==> config.mk <==
export PLATFORM = sky130hd
export DESIGN_NAME = bp_fe_ras_ctrl
export DESIGN_NICKNAME = d
export VERILOG_FILES = /design/src/rtl/bp_fe_ras_ctrl.sv
export SDC_FILE = /design/constraint.sdc
export NUM_CORES = 1
export LEC_CHECK = 0
export ABC_AREA = 1
export BUFFER_PORTS_ARGS = -buffer_cell sky130_fd_sc_hd__buf_2
export CORE_ASPECT_RATIO = 1.75
export CORE_UTILIZATION = 42
export CTS_BUF_LIST = sky130_fd_sc_hd__clkbuf_8
export CTS_CLUSTER_DIAMETER = 200
export DETAILED_ROUTE_END_ITERATION = 10
export PLACE_DENSITY = 0.64
export SKIP_LAST_GASP = 1
export SYNTH_ARGS = -nofsm -noshare
export SYNTH_HDL_FRONTEND = slang
export SYNTH_SLANG_ARGS = --single-unit
==> constraint.sdc <==
create_clock -name clk_i -period 3.1 [get_ports clk_i]
set_input_delay 0.775 -clock clk_i [delete_from_list [all_inputs] [get_ports clk_i]]
set_output_delay 0.775 -clock clk_i [all_outputs]
set_load 0.1 [all_outputs]
==> src/rtl/bp_fe_ras_ctrl.sv <==
`default_nettype none
// ============================================================================
// Module   : bp_fe_ras_ctrl
// Brief    : Front-end return-address-stack controller. Circular stack with
//            saturating occupancy, {tos,count} checkpoints for speculation and
//            single-cycle pointer restore on back-end redirect.
// Options  : BP_FE_RAS_STATS_EN - adds saturating overflow/underflow counters
//            (overflow_cnt_o, underflow_cnt_o).
// Revision : 1.0 - initial release
// ============================================================================
module bp_fe_ras_ctrl #(
  parameter int ras_els_p     = 8,
  parameter int vaddr_width_p = 39,
  localparam int ptr_w        = $clog2(ras_els_p),
  localparam int cnt_w        = $clog2(ras_els_p + 1)
) (
  input  logic                     clk_i,
  input  logic                     reset_n_i,
  input  logic                     v_i,
  input  logic                     call_i,
  input  logic                     ret_i,
  input  logic [vaddr_width_p-1:0] pc_i,
  input  logic                     compressed_i,
  output logic [vaddr_width_p-1:0] ret_addr_o,
  output logic                     ret_v_o,
  output logic [ptr_w+cnt_w-1:0]   ckpt_o,
  input  logic                     restore_v_i,
  input  logic [ptr_w+cnt_w-1:0]   restore_ckpt_i
`ifdef BP_FE_RAS_STATS_EN
  ,
  output logic [15:0]              overflow_cnt_o,
  output logic [15:0]              underflow_cnt_o
`endif
);

  localparam logic [cnt_w-1:0] c_full_cnt = cnt_w'(ras_els_p);

  logic [vaddr_width_p-1:0] r_mem [ras_els_p];
  logic [ptr_w-1:0]         r_tos;
  logic [cnt_w-1:0]         r_count;

  logic                     w_op_en;
  logic                     w_push;
  logic                     w_pop;
  logic                     w_swap;
  logic                     w_empty;
  logic                     w_full;
  logic [ptr_w-1:0]         w_tos_inc;
  logic [ptr_w-1:0]         w_tos_dec;
  logic [vaddr_width_p-1:0] w_link;
  logic                     w_we;
  logic [ptr_w-1:0]         w_waddr;
  logic [ptr_w-1:0]         w_rst_tos;
  logic [cnt_w-1:0]         w_rst_cnt_raw;
  logic [cnt_w-1:0]         w_rst_cnt;

  // A redirect overrides whatever the scanner reports in the same cycle.
  assign w_op_en   = v_i & ~restore_v_i;
  assign w_push    = w_op_en &  call_i & ~ret_i;
  assign w_pop     = w_op_en & ~call_i &  ret_i;
  assign w_swap    = w_op_en &  call_i &  ret_i;

  assign w_empty   = (r_count == '0);
  assign w_full    = (r_count == c_full_cnt);

  // Entry count is a power of two, so natural pointer overflow is the wrap.
  assign w_tos_inc = r_tos + ptr_w'(1);
  assign w_tos_dec = r_tos - ptr_w'(1);

  assign w_link    = pc_i + (compressed_i ? vaddr_width_p'(2) : vaddr_width_p'(4));

  // One write port: push writes above TOS, swap rewrites TOS in place.
  assign w_we      = w_push | w_swap;
  assign w_waddr   = w_push ? w_tos_inc : r_tos;

  // Checkpoint layout is {tos, count}; an out-of-range count is clamped.
  assign w_rst_tos     = restore_ckpt_i[ptr_w+cnt_w-1 -: ptr_w];
  assign w_rst_cnt_raw = restore_ckpt_i[cnt_w-1:0];
  assign w_rst_cnt     = (w_rst_cnt_raw > c_full_cnt) ? c_full_cnt : w_rst_cnt_raw;

  assign ret_addr_o = r_mem[r_tos];
  assign ret_v_o    = ~w_empty;
  assign ckpt_o     = {r_tos, r_count};

  // Stack pointer and saturating occupancy update.
  always_ff @(posedge clk_i or negedge reset_n_i) begin
    if (!reset_n_i) begin
      r_tos   <= '0;
      r_count <= '0;
    end else if (restore_v_i) begin
      r_tos   <= w_rst_tos;
      r_count <= w_rst_cnt;
    end else if (w_push) begin
      r_tos <= w_tos_inc;
      if (!w_full) begin
        r_count <= r_count + cnt_w'(1);
      end
    end else if (w_pop && !w_empty) begin
      r_tos   <= w_tos_dec;
      r_count <= r_count - cnt_w'(1);
    end else if (w_swap && w_empty) begin
      r_count <= cnt_w'(1);
    end
  end

  // Return-address storage; a full stack overwrites its oldest entry.
  always_ff @(posedge clk_i or negedge reset_n_i) begin
    if (!reset_n_i) begin
      for (int i = 0; i < ras_els_p; i++) begin
        r_mem[i] <= '0;
      end
    end else if (w_we) begin
      r_mem[w_waddr] <= w_link;
    end
  end

`ifndef SYNTHESIS
  // Flag illegal checkpoints handed back by the back end.
  always_ff @(posedge clk_i) begin
    if (reset_n_i && restore_v_i) begin
      assert (w_rst_cnt_raw <= c_full_cnt)
        else $error("bp_fe_ras_ctrl: restored count %0d exceeds %0d", w_rst_cnt_raw, ras_els_p);
    end
  end
`endif

`ifdef BP_FE_RAS_STATS_EN
  logic [15:0] r_ovf_cnt;
  logic [15:0] r_unf_cnt;

  // Saturating event counters; redirects neither count nor clear them.
  always_ff @(posedge clk_i or negedge reset_n_i) begin
    if (!reset_n_i) begin
      r_ovf_cnt <= '0;
      r_unf_cnt <= '0;
    end else begin
      if (w_push && w_full && (r_ovf_cnt != 16'hFFFF)) begin
        r_ovf_cnt <= r_ovf_cnt + 16'd1;
      end
      if (w_pop && w_empty && (r_unf_cnt != 16'hFFFF)) begin
        r_unf_cnt <= r_unf_cnt + 16'd1;
      end
    end
  end

  assign overflow_cnt_o  = r_ovf_cnt;
  assign underflow_cnt_o = r_unf_cnt;
`endif

endmodule
`default_nettype wire

Yosys cells after proc, flatten, opt, wreduce, memory -nomap -nowiden. Index checks and enable logic that the tools add are counted.

Reductions and logical operators: 8. Bitwise logic cells: 13. Magnitude comparators: 4. Add/subtract/negate cells: 5. Eq/ne operators: 2. Multiplexer cells: 17.

Operators by type and width (count): $bwmux 312 (1); $bmux 39 s3 (1); $demux 39 s3 (1); $mux 39 (3); $add 39x3->39 (1); $mux 4 (6); $mux 3 (5); $ge 4x4->1 const B (2); $not 3->4 (2); $and 1x1->1 (6); $add 4x1->4 const B (1); $eq 4x4->1 const B (1); $gt 4x4->1 const B (1); $logic_not 4->1 (1); $lt 4x1->1 const B (1); $not 1->1 (4); $reduce_bool 4->1 (1); $sub 4x1->4 const B (1); $add 3x1->3 const B (1); $logic_and 1x1->1 (3); $ne 3x3->1 const B (1); $reduce_bool 3->1 (1); $sub 3x1->3 const B (1); $reduce_and 2->1 (1); other kinds (2) (2).

Word-level logic and storage cells: 59. Output and inout bits: 47. Flip-flop bits (word level): 319.

Longest topological paths before layout.
Depth in word-level cells: 11. Gate-level depth with buffers: 13.

Worst setup path after synthesis. Ideal clock, no wire load.

Path kind: reg-to-output. Start: register r_tos[0]. End: output port ret_addr_o[8]. Stages on the path, launching flop included: 9. Required time: 2.325 ns. Arrival time: 3.520 ns. Slack: -1.195 ns. Cell sequence: dfrtp_1 inv_1 clkbuf_1 buf_1 a21oi_1 o21ai_0 nand2_1 nor2_1 a31oi_1.

Longest elaborated chain between the ends: 4.

Ends and longest elaborated chain: start, declared (RTL line 39) `logic [ptr_w-1:0] r_tos;`; start signal, assigned (RTL line 91) `r_tos <= w_rst_tos;`; start signal, assigned (RTL line 94) `r_tos <= w_tos_inc;`; start signal, assigned (RTL line 99) `r_tos <= w_tos_dec;`; $not 3->4 (implied by the code) (RTL line 81) `assign ret_addr_o = r_mem[r_tos];`; $bmux 39 s3 (RTL line 81); $mux 39 (implied by the code) (2 in a row) (RTL line 81); end, declared (RTL line 24) `output logic [vaddr_width_p-1:0] ret_addr_o,`.

Every way passes these cells. The select of a mux whose other input is x is not followed.

Worst setup path in the final report.
Start: register r_tos[0]. End: output port ret_addr_o[32].

The elaborated chain is that of the path after synthesis.

==> results.py <==
metrics = {
    "timing": {
        "worst_pin_slew_ps": 1110,
        "fin_crit_ps": 3091,
        "finalHoldViolations": 0,
        "finClkSkew_ps": 15.05,
        "fin_crit_sh_pct": 99.72,
        "setup_tns_ps": 0,
        "hold_slack_ps": 108.0,
        "rsz0062_at_grt": "true",
        "drv_slew": 0,
        "relSlewSlack_pct": 25.93,
        "setup_viol": 0,
        "fmax_mhz": 323.5,
        "postLayoutSetupSlackWorst_ps": 8.693,
    },
    "worst_setup_path": {
        "reg2reg_depth": 12,
        "crit_end": "ret_addr_o[32]",
        "worstPathMaxFanout": 21,
        "cpMaxStageDelayCell": "dfrtp_4",
        "cp-start-kind": "register",
        "path_class": "register to primary output",
        "endpoint_kind": "primary output",
        "worstReg2RegEnd": "r_mem[99]$_DFFE_PN0P_",
        "path_buf_inv": 4,
        "crit_cells": 8,
        "crit_path_max_incr_delay_ps": 490,
        "r2r_start": "r_tos[0]$_DFFE_PN0P_",
        "r2r_setup_slack_ps": 110,
        "path_common_cell": "buf_12",
        "path_delay_family": "buffers and inverters",
        "path_cells": "buf_4, inv_6, buf_12, o21ai_0, nand2_1, nor2_2, a31oi_4, buf_12",
        "required_ps": 2320,
        "crit_start": "r_tos[0]$_DFFE_PN0P_",
        "arrival_ps": 2320,
    },
    "global_routing": {
        "antenna_found_initial": 2,
        "grt.busiest_layer": "met2",
        "use_met2_pct": 45.50,
        "track_usage_pct": 27.26,
        "grt-ovfl-total": 0,
        "grt_max_degree": 72,
        "grtUsageMet3_pct": 3.333,
        "grt_pass1_wl_mm": 82.70,
        "grtUsageMet1_pct": 33.98,
        "grt_pass1_vias": 14890,
    },
    "logic_synthesis": {
        "yosysMostFrequentCell": "nand2_1",
        "synth-async-reset-ratio_pct": 100.0,
        "syn_area_um2": 16300,
        "synth.area.mux_share_pct": 0,
        "yosysTopAreaCell": "dfrtp_1",
        "synth_seq_cells": 319,
        "synth.distinct_cells": 35,
        "synth_edf_count": 0,
        "synth_top_family_by_area": "simple AND/OR/NAND/NOR gates",
        "synth-seq-area-share_pct": 48.96,
        "synth_nets": 2266,
        "post_synth_xor_area_fraction_pct": 1.589,
        "yosys.area_share.simple_pct": 29.09,
        "synth_warnings": 0,
        "yosys-top-cells-count": "968 x nand2_1, 319 x dfrtp_1, 247 x o21ai_0, 161 x nor2_1, 125 x inv_1",
        "synth_fa_ha_area_share_pct": 0.6600,
        "yosys-top-cells-area": "dfrtp_1 49%, nand2_1 22%, o21ai_0 7.6%, nor2_1 3.7%, inv_1 2.9%",
        "ys_dominant_reg_cell": "dfrtp_1",
        "synth_top_cell_area_share_pct": 48.96,
        "syn-instance-count": 2205,
        "synth-compound-area-share_pct": 12.46,
        "avgSynthCellArea_um2": 7.394,
    },
    "placed_design": {
        "place_ws_ps": 79.28,
        "dp.cells": 2722,
        "place.gp.congestion": 0.9090,
        "io_buffers": 99,
        "post-dp-hpwl_mm": 32.20,
        "dpl_cell_area_um2": 18440,
    },
    "pwr": {
        "peakVddDrop_mv": 0.6497,
        "leakagePower_nw": 10.05,
        "cellPowerDensity_nw_per_um2": 900.8,
    },
    "route": {
        "routed_wl_mm": 54.50,
        "drt_iter0_drc": 1275,
        "drt_first_pass_iters": 8,
        "remaining_drc_errors": 0,
        "routed_via_density": 5.448,
        "vias": 15430,
        "drt-wirelength-per-cell_um": 19.24,
        "ant_nets": 0,
    },
    "final_layout": {
        "multi_input_area_um2": 7582,
        "nFillCells": 3612,
        "final_cell_area_um2": 19880,
        "drive_gt1_share_pct": 14.84,
        "layout.nets": 2372,
        "final_cells": 2833,
        "area_growth_pct": 21.93,
        "regArea_um2": 7989,
    },
    "clock_tree": {
        "clkTransAtPathRegs_ps": 60,
        "clk_latency_ps": 600,
        "cts_sinks": 319,
        "htreeDepth": 2,
        "clockBufferDepth": 3,
        "cts_root_buf": "clkbuf_8",
        "cts_inserted_buffers": 49,
        "cts_tree": "done",
    },
    "floorplan": {
        "dieArea_um2": 39640,
        "num_rows": 95,
        "ios": 100,
        "core_area_um2": 38270,
        "start_util_pct": 42.60,
        "fp.dieW_um": 150.9,
        "fp.dieH_um": 262.6,
    },
    "status": {
        "status": "completed",
    },
    "worst_hold_path": {
        "hold_class": "input pin to async pin",
    },
    "job": {
        "max_cap_viol_count": 0,
    },
}
## how the worst min path moves through the flow
stage                            from                     end  slack, ps  depth (start not counted)
5_1_grt                     reset_n_i  r_mem[200]$_DFFE_PN0P_        140                          1
2_1_floorplan    r_mem[0]$_DFFE_PN0P_    r_mem[0]$_DFFE_PN0P_        440                          2
4_1_cts                     reset_n_i  r_mem[200]$_DFFE_PN0P_        120                          1
6_report                    reset_n_i  r_mem[200]$_DFFE_PN0P_        110                          1
3_3_place_gp   r_mem[126]$_DFFE_PN0P_  r_mem[126]$_DFFE_PN0P_        450                          2
3_5_place_dp   r_mem[159]$_DFFE_PN0P_  r_mem[159]$_DFFE_PN0P_        450                          2
## layout make-up
type / count / area share (%)
Timing Repair Buffer: 180 / 10.68
Sequential cell: 319 / 40.19
Tap cell: 485 / 3.053
Clock buffer: 58 / 4.016
Clock inverter: 27 / 1.221
Antenna cell: 3 / 0.03776
Timing Repair inverter: 3 / 0.1448
Inverter: 129 / 2.518
Multi-Input combinational cell: 1629 / 38.14
## worst reg2reg max path: cells and delay by family, from the launching register on
| family | cells | cell delay, ps |
|---|---|---|
| buffers and inverters | 4 | 1340 |
| and+or+nand+nor | 6 | 690 |
| DFF | 1 | 490 |
| adders and majority gates | 1 | 260 |
| xor gates and xnor gates | 1 | 150 |
## power by group
part,internal [W],switching [W],leakage (nW)
combinational,0.00261,0.00481,5.44
clock,0.00211,0.00170,0.593
sequential,0.00589,0.000796,4.02
total,0.0106,0.00730,10.0
## metrics by stage
step                      utilization, %  total power [W]
after floorplan                        -          0.01148
after global placement             48.19          0.01366
after detailed placement           48.19          0.01384
after CTS                          51.16          0.01775
after global routing               51.93          0.01893
final                              51.94          0.01791
## registers in the layout, summed over array words and instances, names as in the netlist
signal and cells:
r_mem 312, r_count 4, r_tos 3
## timing repair
action,4_1_cts,5_1_grt
pin swaps,1,12
setup endpoints to repair,39,36
resized for setup,8,45
hold buffers,0,0
gates cloned,2,9
buffers inserted,6,7
## cells by family after synthesis
logic type | Yosys count
XOR/XNOR | 27
adder cells (fa/ha/maj) | 8
buffers and inverters | 257
AO/OA/AOI/OAI | 390
flip-flops | 319
AND/OR/NAND/NOR | 1204
## layer usage
layer  part of all wire (%)  vias up  routed length [um]
li1                       -     7181                   -
met1                     39     7423               21120
met2                     49      659               26730
met3                    6.5      169                3554
met4                    5.7        2                3089
met5                  0.024        -                  13
## cell usage in the layout (no fill, tap or decap), drive strengths merged
cell type / count
dfrtp: 319
nor2: 170
clkinvlp: 1
o21ai: 247
a21oi: 80
ha: 7
xor2: 16
inv: 147
fa: 1
o211ai: 1
and2: 1
nand4: 10
clkbuf: 64
xnor2: 11
nand3b: 6
buf: 174
or2: 1
a31oi: 19
nand3: 44
clkinv: 6
o22ai: 43
diode: 3
bufinv: 5
nand2: 972
Note: power is estimated with default switching activity, not from simulation.
